`src/rtl/multicycle_ctrl.sv`:
```
// multicycle_ctrl: multi-cycle RV32I sequencer with memory handshakes, instret counter,
// memory-wait watchdog and sticky trap state.
module multicycle_ctrl #(
    parameter int CNT_W    = 32,
    parameter int WAIT_MAX = 16
) (
    input  logic             clk,
    input  logic             reset,
    input  logic [6:0]       Opcode,
    input  logic [2:0]       Funct3,
    input  logic             Zero,
    input  logic             imem_ready,
    input  logic             dmem_ready,
    output logic             PCWrite,
    output logic             PCSrc,
    output logic             IRWrite,
    output logic             RegWrite,
    output logic             MemRead,
    output logic             MemWrite,
    output logic [1:0]       ALUSrcA,
    output logic [1:0]       ALUSrcB,
    output logic [3:0]       ALUOp,
    output logic [1:0]       ResultSrc,
    output logic             trap,
    output logic [CNT_W-1:0] instret
);
    localparam int WW = $clog2(WAIT_MAX + 1);
    localparam logic [WW-1:0] WLAST = WW'(WAIT_MAX - 1);
    localparam logic [6:0] OP_R = 7'b0110011, OP_I = 7'b0010011, OP_LD = 7'b0000011,
                           OP_ST = 7'b0100011, OP_BR = 7'b1100011, OP_JAL = 7'b1101111,
                           OP_JALR = 7'b1100111, OP_LUI = 7'b0110111, OP_AUIPC = 7'b0010111;

    typedef enum logic [2:0] {FETCH, DECODE, EXEC, MEM, WB, TRAP} state_t;

    state_t            state_q, state_d;
    logic [WW-1:0]     wait_q, wait_d;
    logic [CNT_W-1:0]  instret_q, instret_d;
    logic              pc_write, ir_write, reg_write, mem_read, mem_write, retire, taken;
    logic              is_r, is_i, is_ld, is_st, is_br, is_jal, is_jalr, is_lui, is_auipc, legal;

    assign is_r     = Opcode == OP_R;
    assign is_i     = Opcode == OP_I;
    assign is_ld    = Opcode == OP_LD;
    assign is_st    = Opcode == OP_ST;
    assign is_br    = Opcode == OP_BR;
    assign is_jal   = Opcode == OP_JAL;
    assign is_jalr  = Opcode == OP_JALR;
    assign is_lui   = Opcode == OP_LUI;
    assign is_auipc = Opcode == OP_AUIPC;
    assign legal    = is_r | is_i | is_ld | is_st | is_br | is_jal | is_jalr | is_lui | is_auipc;
    assign taken    = Zero ^ Funct3[0];

    always_comb begin
        state_d   = state_q;
        pc_write  = 1'b0;
        PCSrc     = 1'b0;
        ir_write  = 1'b0;
        reg_write = 1'b0;
        mem_read  = 1'b0;
        mem_write = 1'b0;
        ALUSrcA   = 2'b00;
        ALUSrcB   = 2'b00;
        ALUOp     = 4'b0000;
        ResultSrc = 2'b00;
        retire    = 1'b0;
        case (state_q)
            FETCH: begin
                ALUSrcB = 2'b10;
                if (imem_ready) begin
                    ir_write = 1'b1;
                    pc_write = 1'b1;
                    state_d  = DECODE;
                end else if (wait_q == WLAST) state_d = TRAP;
            end
            DECODE: begin
                ALUSrcA = 2'b01;
                ALUSrcB = 2'b01;
                state_d = legal ? EXEC : TRAP;
            end
            EXEC: begin
                state_d = WB;
                if (is_r) begin
                    ALUSrcA = 2'b10;
                    ALUOp   = 4'b0010;
                end else if (is_i) begin
                    ALUSrcA = 2'b10;
                    ALUSrcB = 2'b01;
                    ALUOp   = 4'b0011;
                end else if (is_lui | is_auipc) begin
                    ALUSrcA = is_lui ? 2'b11 : 2'b01;
                    ALUSrcB = 2'b01;
                end else if (is_ld | is_st) begin
                    ALUSrcA = 2'b10;
                    ALUSrcB = 2'b01;
                    state_d = MEM;
                end else if (is_br) begin
                    ALUSrcA  = 2'b10;
                    ALUOp    = 4'b0001;
                    pc_write = taken;
                    PCSrc    = taken;
                    retire   = 1'b1;
                    state_d  = FETCH;
                end else if (is_jal) begin
                    pc_write = 1'b1;
                    PCSrc    = 1'b1;
                end else if (is_jalr) begin
                    ALUSrcA  = 2'b10;
                    ALUSrcB  = 2'b01;
                    pc_write = 1'b1;
                end else state_d = TRAP;
            end
            MEM: begin
                ALUSrcA   = 2'b10;
                ALUSrcB   = 2'b01;
                mem_read  = is_ld;
                mem_write = is_st;
                if (dmem_ready) begin
                    state_d = is_ld ? WB : FETCH;
                    retire  = !is_ld;
                end else if (wait_q == WLAST) state_d = TRAP;
            end
            WB: begin
                reg_write = 1'b1;
                ResultSrc = is_ld ? 2'b01 : (is_jal | is_jalr) ? 2'b10 : 2'b00;
                ALUSrcA   = (is_jal | is_jalr) ? 2'b01 : 2'b00;
                ALUSrcB   = (is_jal | is_jalr) ? 2'b10 : 2'b00;
                retire    = 1'b1;
                state_d   = FETCH;
            end
            TRAP: state_d = TRAP;
            default: state_d = FETCH;
        endcase
        wait_d    = (state_d != state_q || state_q == TRAP) ? '0 : wait_q + 1'b1;
        instret_d = retire ? instret_q + CNT_W'(1) : instret_q;
    end

    // Enables are also gated by reset so nothing strobes while reset is held.
    assign PCWrite  = pc_write & reset;
    assign IRWrite  = ir_write & reset;
    assign RegWrite = reg_write & reset;
    assign MemRead  = mem_read & reset;
    assign MemWrite = mem_write & reset;
    assign trap     = state_q == TRAP;
    assign instret  = instret_q;

    always_ff @(posedge clk or negedge reset) begin
        if (!reset) begin
            state_q   <= FETCH;
            wait_q    <= '0;
            instret_q <= '0;
        end else begin
            state_q   <= state_d;
            wait_q    <= wait_d;
            instret_q <= instret_d;
        end
    end
endmodule

```
`config.mk`:
```
export PLATFORM = sky130hd
export DESIGN_NAME = multicycle_ctrl
export DESIGN_NICKNAME = d
export VERILOG_FILES = /design/src/rtl/multicycle_ctrl.sv
export SDC_FILE = /design/constraint.sdc
export NUM_CORES = 1
export LEC_CHECK = 0
export CAP_MARGIN = 0
export CELL_PAD_IN_SITES_DETAIL_PLACEMENT = 2
export CELL_PAD_IN_SITES_GLOBAL_PLACEMENT = 2
export CORE_ASPECT_RATIO = 1.75
export CORE_MARGIN = 2
export CORE_UTILIZATION = 27
export CTS_CLUSTER_SIZE = 24
export DETAILED_ROUTE_END_ITERATION = 8
export PLACE_DENSITY = 0.78
export SYNTH_ARGS = -nofsm -noshare
export SYNTH_HDL_FRONTEND = slang
export SYNTH_SLANG_ARGS = --single-unit
```
`constraint.sdc`:
```
create_clock -name clk -period 1.8 [get_ports clk]
set_input_delay 0.36 -clock clk [delete_from_list [all_inputs] [get_ports clk]]
set_output_delay 0.36 -clock clk [all_outputs]
set_load 0.02 [all_outputs]
```
Word-level counts from Yosys, hierarchy flattened
Index checks and enable logic that the tools add are counted.

Output and inout bits: 49. Input port bits: 15. Register bits after elaboration: 40.

Bitwise logic cells: 17. Eq/ne operators: 16. Reductions and logical operators: 4. Add/subtract/negate cells: 2. Mux-type cells: 68.

Operator list (number): $mux 1 (38); $add 32x1->32 const B (1); $mux 3 (10); $mux 2 (14); $eq 7x6->1 const B (3); $eq 7x7->1 const B (3); $pmux 2 s4 (2); $pmux 3 s5 (1); $eq 7x5->1 const B (2); $or 1x1->1 (11); $eq 7x2->1 const B (1); $eq 3x2->1 const B (2); $eq 3x3->1 const B (2); $add 5x1->5 const B (1); $and 1x1->1 (5); $eq 5x4->1 const B (1); $mux 5 (1); $eq 3x1->1 const B (1); $logic_not 3->1 (1); $ne 3x3->1 (1); $pmux 1 s3 (1); $pmux 1 s2 (1); $reduce_or 2->1 (1); $logic_not 1->1 (1); other kinds (2) (2).

Logic depth before layout (Yosys ltp)
Gate-level depths: netlist of run 1.

Word-level depth: 14. Gate-level depth with buffers: 8. Mapped depth without buffers: 8.

Least setup slack after synthesis of run 1
Ideal clock, no wire load.

Kind: in2reg. Start: input Opcode[3]. End: register instret_q[15] (netlist: instret[15]). Library setup time: 0.134 ns. Arrival time: 1.833 ns. Path slack: -0.167 ns. Data required time: 1.666 ns. Stages: 8. Cell sequence: buf_6 > nor4bb_1 > a21o_1 > o22a_1 > buf_6 > buf_4 > nor3_1 > xor2_1.

Word-level cells in the longest chain between the ends: 7. Elaborated cells on any way between the ends: 17. Classes of those cells: 7 x eq/ne; 7 x mux; 2 x bitwise; 1 x reduce/logical.

RTL lines: from (decl) (line 9) `input logic [6:0] Opcode,`; $eq 7x7->1, or another cell as far along (line 45) `assign is_br = Opcode == OP_BR;`; $mux 1 / $or 1x1->1 (equally long branches) (line 96, 92); $mux 1 (line 92) `end else if (is_ld | is_st) begin`; $mux 1 (line 89) `end else if (is_lui | is_auipc) begin`; $mux 1 (line 85) `end else if (is_i) begin`; $mux 1 (line 82) `if (is_r) begin`; $pmux 1 s3 (*) (line 66) `case (state_q)`; to (signal assigned) (line 154) `instret_q <= instret_d;`; to (decl) (line 37) `logic [CNT_W-1:0] instret_q, instret_d;`.

Mark *: on every way between the ends. The rest lies on a longest branch, timed or not. A chain may end at the register's enable or synchronous reset.

Worst setup path after layout of run 1
Start: register state_q[0]. End: register instret_q[22] (netlist: instret[22]).

Word-level cells in the longest chain between the ends: 2. Elaborated cells on any way between the ends: 4. Classes of those cells: 3 x eq/ne; 1 x mux.

RTL lines: from (decl) (line 35) `state_t state_q, state_d;`; from (signal assigned) (line 152) `state_q <= state_d;`; $eq 3x3->1 / $eq 3x2->1 (equally long branches) (line 66); $pmux 1 s3 (*) (line 66).

Marks and branches as above.

==> results.cfg, run 1 <==
[outcome]
outcome = complete, but fails checks
violations = setup timing

[sta]
rsz0062_at_grt = true
tns_ns = -6.23
max_slew_margin = 0.637
tightest_slew_ns = 0.545
setup_viol_count_final = 41
fmax_ghz = 0.470
worst_slack_ns = -0.326
drv_slew = 0
clock_skew_ns = 0.00526
period_needed_ns = 2.13
hold_viol = 0
finalCritPeriodShare = 1.18

[worst_hold_path]
min_path_type = in2async

[power]
p_leak_nw = 2.17
power_mw = 3.70
power_density_nw_per_um2 = 809
ir_drop_mv = 0.620

[clocking]
htreeDepth = 2
clock-sinks = 40
cts-buffers-inserted = 5
cts_buffer_depth = 2
holdBufCountCts = 0
cts_tree = built
clock-root-buffer = clkbuf_16
clkLatencyLatePin_ns = 0.29
clkTransAtPathRegs_ns = 0.06

[synthesis]
synth_mux_area_frac = 0.00462
synth.avg_cell_area_sq_um = 9.64
yosysTopAreaCellShare = 0.410
synthTopCellsByArea = dfrtp_1, xor2_1, nor4b_1
ys.warnings.count = 0
synth_top_family_by_area = simple AND/OR/NAND/NOR gates
synth.most_common_cell = dfrtp_1
ys_ff_latch = 40
synth_adder_area_share = 0.0154
synth-main-ff-cell = dfrtp_1
synthXorXnorAreaFrac = 0.126
synth_cell_types = 50
synth_common_cells = dfrtp_1, xor2_1, nor2_1, nand2_1, nor3_1
synth-simple-area-share = 0.307
netlist_area_sq_um = 2440
synthCells = 253
synth_compound_area_frac = 0.0933
synth.largest_area_cell = dfrtp_1
synth_edf_count = 0
synth-seq-area-share = 0.410
async_flop_share = 1.00

[layout]
fin_util = 0.523
fillers = 876
areaGrowthSynthToFinish_pct = 87.2
fin_nets = 416
finalNonFillerCells = 517
stdcell_area_sq_um = 4570
drive_gt1_frac = 0.479

[placed_design]
gp_congestion = 0.813
hpwlAfterDp_um = 7020
portBuffers = 59
dpl-instance-area_sq_um = 3670
placed_cells = 481

[setup_path]
crit_path_cell_trace = buf_4, nand4b_1, a21o_1, o22a_4, buf_12, buf_12, nor4b_4, xor2_1
r2r_slack_ns = -0.33
path_class = reg2reg
startpoint_type = register
crit_path_max_incr_delay_ns = 0.46
worstPathMaxFanout = 7
end_kind = register
critPathArrivalTime_ns = 2.34
critical_path_required_ns = 2.01
cp_slowest_cell = dfrtp_2
critPathMostFrequentCell = buf_12

[drt]
drt-total-wl_um = 12600
drt_iter0_markers = 90
drc = 0
via_per_inst = 5.14
num_vias = 2656
route.met2.wl_um = 7740
met1_length_um = 3920
ant_nets = 0
top_layer_used = met4
wl_per_cell_um = 24.3
met3_length_um = 370
drtPass1Iterations = 4

[die]
dieWidth_um = 75.9
placementRows = 45
core_sq_um = 8730
die_area_sq_um = 9840
pin_count = 64
start_util = 0.280
die_h_um = 130

[global_route]
grt_pass1_vias = 2961
antenna_found_initial = 1
grt_max_degree = 41
gr-total-overflow = 0
grt_pass1_wl_um = 17200
grt_usage = 0.241

[run]
cap_violations = 0
[kinds of logic (layout without fill, tap and decap cells)]
kind of cell / Yosys count / in the layout
AND/OR/NAND/NOR: 123 / 123
flip-flops: 40 / 40
XOR/XNOR: 35 / 35
AO/OA/AOI/OAI: 33 / 33
buffers and inverters: 17 / 162
adder cells (fa/ha/maj): 3 / 3
other: 1 / 3
multiplexers: 1 / 1
[layout make-up]
class	count	area, sq um	share of cell area
Multi-Input combinational cell	197	1870	0.410
Inverter	3	11.3	0.00247
Sequential cell	40	1010	0.220
Antenna cell	1	2.50	0.000548
Clock buffer	8	146	0.0321
Timing Repair Buffer	151	1380	0.302
Tap cell	117	146	0.0321
[metrics by stage]
step,hold WS (ns),setup WS [ns]
floorplan,0.0644,-0.0820
global placement,0.464,-0.803
detailed placement,0.470,-0.947
CTS,0.320,-0.195
global route,0.367,-0.372
finish,0.311,-0.326
[power by group]
part | total (mW) | switching, mW | internal, mW
logic | 1.67 | 0.856 | 0.813
registers | 1.09 | 0.112 | 0.978
clock network | 0.936 | 0.382 | 0.554
total | 3.70 | 1.35 | 2.35
[per-layer routing]
metal  vias up  GRT usage
met3        32     0.0363
met2        72      0.480
li1       1193          -
met5         -          0
met1      1359      0.225
met4         0      0.108
[state kept, by name, indices dropped and copies added, names as in the netlist]
name,cells
wait_q,5
state_q,3
instret,32
[worst paths after layout]
path,startpoint,endpoint,cells after the start
setup / recovery,state_q[0]$_DFF_PN0_,instret[22]$_DFFE_PN0P_,8
setup reg to reg,state_q[0]$_DFF_PN0_,instret[22]$_DFFE_PN0P_,8
max in group asynchronous,reset,instret[14]$_DFFE_PN0P_,3
hold / removal,reset,wait_q[0]$_DFF_PN0_,3
min in group clk,instret[31]$_DFFE_PN0P_,instret[31]$_DFFE_PN0P_,1
hold reg to reg,instret[31]$_DFFE_PN0P_,instret[31]$_DFFE_PN0P_,1
[layout by cell type, fill, tap and decap left out, types with 5 or more instances in the layout]
master / instances
nor3_4: 10
nor2_4: 6
buf_2: 6
dlymetal6s2s_1: 8
clkdlybuf4s50_1: 26
xor2_1: 27
buf_6: 15
nand3_1: 10
dfrtp_1: 36
nor4_4: 5
nor2_1: 13
nand2_1: 18
a21oi_1: 9
nor4_2: 5
nand4_1: 7
clkbuf_16: 5
buf_4: 85
nor4b_4: 7
xnor2_1: 5
[worst max-delay path, delay by kind of cell, from the launching register on]
family | cells | cell delay [ns]
buffers and inverters | 3 | 0.47
flip-flops | 1 | 0.46
AO/OA/AOI/OAI | 2 | 0.51
AND/OR/NAND/NOR | 2 | 0.40
XOR/XNOR | 1 | 0.21
[what timing repair did]
action,in CTS,in global routing
pin swaps,34,32
setup buffers,4,21
resized for setup,160,61
gates cloned,2,0
setup endpoints to repair,56,56
(Power assumes the default switching activity.)
==> inputs of run 2 (changes only) <==
--- a/config.mk
+++ b/config.mk
@@ -11,6 +11,7 @@
 export CORE_ASPECT_RATIO = 1.75
 export CORE_MARGIN = 2
 export CORE_UTILIZATION = 27
+export CTS_BUF_LIST = sky130_fd_sc_hd__clkbuf_2 sky130_fd_sc_hd__clkbuf_4 sky130_fd_sc_hd__clkbuf_8
 export CTS_CLUSTER_SIZE = 24
 export DETAILED_ROUTE_END_ITERATION = 8
 export PLACE_DENSITY = 0.78
==> results.cfg, run 2 (same netlist as run 1, synthesis figures left out) <==
[placed_design]
hpwlAfterDp_um = 7020
portBuffers = 59
place_worst_setup_slack_ns = -0.947
gp_congestion = 0.813
dpl-instance-area_sq_um = 3670

[clocking]
clock-sinks = 40
clkTransAtPathRegs_ns = 0.08
holdBufCountCts = 0
cts_buffer_depth = 2
cts-buffers-inserted = 5
htreeDepth = 2
clkLatencyLatePin_ns = 0.31
clock-root-buffer = clkbuf_8
cts_tree = built

[layout]
areaGrowthSynthToFinish_pct = 83.0
diodes = 0
final_cell_mix = buf_4, dfrtp_1, xor2_1
fin_util = 0.512
fillers = 857
fin_nets = 411
final_common_cell = buf_4
largest_reg_flops = 32
drive_gt1_frac = 0.475
stdcell_area_sq_um = 4470

[worst_hold_path]
min_path_type = in2async

[outcome]
outcome = complete, but fails checks
violations = setup timing

[setup_path]
worstPathMaxFanout = 6
critPathTopFamily = buffers and inverters
cp_slowest_cell = o22a_4
worst-path-buf-inv = 5
critPathArrivalTime_ns = 2.21
end_kind = register
crit_path_cell_trace = clkdlybuf4s15_2, nor4bb_4, buf_4, buf_4, a21o_1, o22a_4, buf_12, buf_6, or2b_1, xnor2_2
startpoint_type = primary input
path_class = in2reg
crit_path_max_incr_delay_ns = 0.30
critPathMostFrequentCell = buf_4
critical_path_required_ns = 2.00

[sta]
period_needed_ns = 2.01
hold_viol = 0
rsz0062_at_grt = true
finalCritPeriodShare = 1.12
max_slew_margin = 0.639
whs_ns = 0.304
clock_skew_ns = 0.00252
drv_slew = 0
worst_slack_ns = -0.208
fmax_ghz = 0.498
tightest_slew_ns = 0.541
setup_viol_count_final = 44

[global_route]
gr-total-overflow = 0
grt_usage = 0.235
grt_pass1_vias = 2980
antenna_found_initial = 0
grt_max_degree = 41
grt_pass1_wl_um = 17000

[run]
cap_violations = 0

[drt]
ant_nets = 0
drt_iter0_markers = 66
wl_per_cell_um = 23.7
drtPass1Iterations = 5
via_per_inst = 5.13
drt-total-wl_um = 12100
num_vias = 2623
drc = 0

[power]
p_leak_nw = 2.18
ir_drop_mv = 0.592
power_density_nw_per_um2 = 751

[die]
pin_count = 64
placementRows = 45
dieWidth_um = 75.9
start_util = 0.280
die_area_sq_um = 9840
die_h_um = 130
core_sq_um = 8730
## run 2: changes by cell type in the layout (fill, tap and decap cells not counted), sizes merged
cell and delta:
buf -6, clkdlybuf4s15 +1, clkdlybuf4s50 -9, diode -1, dlygate4sd2 +1, dlymetal6s2s +8
## run 2: worst min-delay path: cells and delay by family
family / cells / cell delay [ns]
buf+inv: 3 / 0.72
## run 2: timing repair
action | in CTS | in global routing
pin swaps | 35 | 33
endpoints found under the setup margin | 56 | 64
gates cloned | 2 | 0
gates resized for setup | 165 | 63
setup buffers | 7 | 14
## run 2: final timing paths
check,depth (start not counted),slack (ns),endpoint,start
worst max-delay path,10,-0.21,instret[4]$_DFFE_PN0P_,Opcode[1]
worst min-delay path,3,0.30,instret[27]$_DFFE_PN0P_,reset
worst max register to register,8,-0.20,instret[4]$_DFFE_PN0P_,state_q[0]$_DFF_PN0_
worst min register to register,1,0.50,instret[31]$_DFFE_PN0P_,instret[31]$_DFFE_PN0P_
max in group asynchronous,3,1.10,instret[7]$_DFFE_PN0P_,reset
min in group clk,1,0.50,instret[31]$_DFFE_PN0P_,instret[31]$_DFFE_PN0P_
## run 2: stage by stage
| stage | setup TNS (ns) | cells | power, mW |
|---|---|---|---|
| 2_1_floorplan | -0.827 | 254 | 1.67 |
| 3_3_place_gp | -32.10 | 481 | 2.25 |
| 5_1_grt | -7.52 | 511 | 3.53 |
| 4_1_cts | -3.68 | 498 | 3.09 |
| 6_report | -4.59 | 511 | 3.36 |
| 3_5_place_dp | -35.42 | 481 | 2.30 |
## run 2: cell type report
class,count,area (sq um),share of cell area
multi-input cells,197,1860,0.417
repair buffers,146,1340,0.300
flip-flops and latches,40,1000,0.225
well taps,117,146,0.0328
clock buffers,8,97.6,0.0219
inverters,3,11.3,0.00252
## run 2: layer usage
layer  global-route usage  vias to the layer above  share of wire
met2                0.465                       66           0.62
met3               0.0278                       26          0.024
met5                    0                        -              0
li1                     -                     1183              -
met1                0.227                     1348           0.32
met4                0.105                        0          0.037
## run 2: power by group
group | switching [mW] | internal (mW) | leakage [nW]
logic | 0.851 | 0.731 | 1.67
clock network | 0.341 | 0.343 | 0.0523
registers | 0.113 | 0.977 | 0.457
==> inputs of run 3 (changes only) <==
==> config.mk (replaced) <==
export PLATFORM = sky130hd
export DESIGN_NAME = multicycle_ctrl
export DESIGN_NICKNAME = d
export VERILOG_FILES = /design/src/rtl/multicycle_ctrl.sv
export SDC_FILE = /design/constraint.sdc
export NUM_CORES = 1
export LEC_CHECK = 0
export CAP_MARGIN = 0
export CORE_MARGIN = 2
export CORE_UTILIZATION = 46
export CTS_BUF_LIST = sky130_fd_sc_hd__clkbuf_2 sky130_fd_sc_hd__clkbuf_4 sky130_fd_sc_hd__clkbuf_8
export CTS_CLUSTER_SIZE = 24
export DETAILED_ROUTE_END_ITERATION = 8
export PLACE_DENSITY = 0.8
export SKIP_CTS_REPAIR_TIMING = 1
export SYNTH_ARGS = -nofsm -noshare
export SYNTH_HDL_FRONTEND = slang
export SYNTH_SLANG_ARGS = --single-unit
==> results.cfg, run 3 (same netlist as run 1, synthesis figures left out) <==
[run]
cap_violations = 0

[setup_path]
startpoint_type = register
critPathMostFrequentCell = buf_6
r2r_slack_ns = -0.33
reg2reg_depth = 8
critical_path_required_ns = 2.00
crit_path_start = state_q[2]$_DFF_PN0_
path_class = reg2reg
worst-path-buf-inv = 3
worstPathMaxFanout = 7
cp_slowest_cell = dfrtp_2
critPathArrivalTime_ns = 2.33
rr_startpoint = state_q[2]$_DFF_PN0_
r2r_end = instret[12]$_DFFE_PN0P_
cp.depth = 8
critPathTopFamily = compound AO/OA/AOI/OAI gates
end_kind = register
crit_path_cell_trace = nand2b_4, buf_6, o31a_1, o22a_4, buf_12, buf_6, nor3_4, xor2_1
crit_path_max_incr_delay_ns = 0.43

[clocking]
cts_tree = built
clock-sinks = 40
clock-root-buffer = clkbuf_8
clkTransAtPathRegs_ns = 0.09
cts-buffers-inserted = 5
cts_buffer_depth = 2
htreeDepth = 2
clkLatencyLatePin_ns = 0.30

[sta]
finalCritPeriodShare = 1.18
clock_skew_ns = 0.0141
drv_slew = 0
worst_slack_ns = -0.331
rsz0062_at_grt = true
whs_ns = 0.0470
period_needed_ns = 2.13
setup_viol_count_final = 33
fmax_ghz = 0.469
hold_viol = 0

[power]
p_leak_nw = 2.08
power_mw = 3.22
power_density_nw_per_um2 = 759
ir_drop_mv = 0.705

[outcome]
outcome = complete, but fails checks
violations = setup timing

[global_route]
gr-total-overflow = 0
grt_max_degree = 26
grt_pass1_wl_um = 10600
grt_util_met2 = 0.397
use_met3 = 0.0341
use_met1 = 0.278
grt-busiest-layer = met2
grt_usage = 0.220
grt_pass1_vias = 2297
antenna_found_initial = 0

[drt]
drc = 0
via_per_inst = 5.78
wl_per_cell_um = 19.4
drt_iter0_markers = 196
ant_nets = 0
drt-total-wl_um = 8820
num_vias = 2636
drtPass1Iterations = 5

[worst_hold_path]
min_path_type = in2async

[placed_design]
place_worst_setup_slack_ns = -0.829
portBuffers = 59
gp_congestion = 0.861
hpwlAfterDp_um = 4860

[layout]
final_cell_mix = buf_4, dfrtp_1, clkdlybuf4s50_1
areaGrowthSynthToFinish_pct = 73.6
fillers = 282
drive_gt1_frac = 0.435
largest_reg_flops = 32
fin_nets = 403
final_common_cell = buf_4
diodes = 0
multi_input_area_sq_um = 1800
seq_area_sq_um = 1000

[die]
dieWidth_um = 76.8
placementRows = 26
die_h_um = 76.8
pin_count = 64
start_util = 0.478
core_sq_um = 5110
die_area_sq_um = 5900
[run 3: cell types whose count changed in the layout (fill, tap and decap cells not counted), moves of 3 or more]
cell	change
nor2_2	+3
clkdlybuf4s50_1	+16
dlymetal6s2s_1	-9
nor2_4	-4
clkbuf_2	+4
buf_4	-8
buf_2	-3
buf_6	-3
dlygate4sd2_1	-3
[run 3: final cells by class]
cell class,count,area share
Inverter,3,0.00266
Clock inverter,2,0.00236
Tap cell,70,0.0207
Multi-Input combinational cell,197,0.425
Timing Repair Buffer,138,0.293
Clock buffer,6,0.0195
Sequential cell,40,0.237
[run 3: metal layers]
layer	share of wire	vias to the layer above
met5	0	-
met4	0.043	0
met3	0.066	44
met2	0.52	142
met1	0.37	1284
li1	-	1166
[run 3: how the worst max path moves through the flow]
stage / to / slack [ns]
CTS: ALUSrcB[0] / -0.84
global route: instret[12]$_DFFE_PN0P_ / -0.37
global placement: ALUSrcB[0] / -0.77
floorplan: instret[19]$_DFFE_PN0P_ / -0.08
detailed placement: ALUSrcB[0] / -0.83
finish: instret[12]$_DFFE_PN0P_ / -0.33
[run 3: worst register-to-register path, delay by kind of cell, from the launching register on]
| kind | cells | cell delay (ns) |
|---|---|---|
| AND/OR/NAND/NOR | 2 | 0.35 |
| flip-flops | 1 | 0.43 |
| buffers and inverters | 3 | 0.42 |
| XOR/XNOR | 1 | 0.29 |
| AO/OA/AOI/OAI | 2 | 0.55 |
[run 3: power by group]
group	leakage (nW)	switching [mW]	internal, mW
Combinational	1.57	0.781	0.725
Sequential	0.457	0.0947	0.977
Clock	0.0510	0.333	0.306
Total	2.08	1.21	2.01
[run 3: metrics by stage]
stage	TNS (ns)	area, sq um	util	instances
6_report	-3.20	4240	0.829	456
4_1_cts	-19.09	3660	0.716	437
3_5_place_dp	-29.81	3560	0.698	429
3_3_place_gp	-28.38	3560	0.698	429
2_1_floorplan	-0.827	2530	-	254
5_1_grt	-5.39	4240	0.829	456
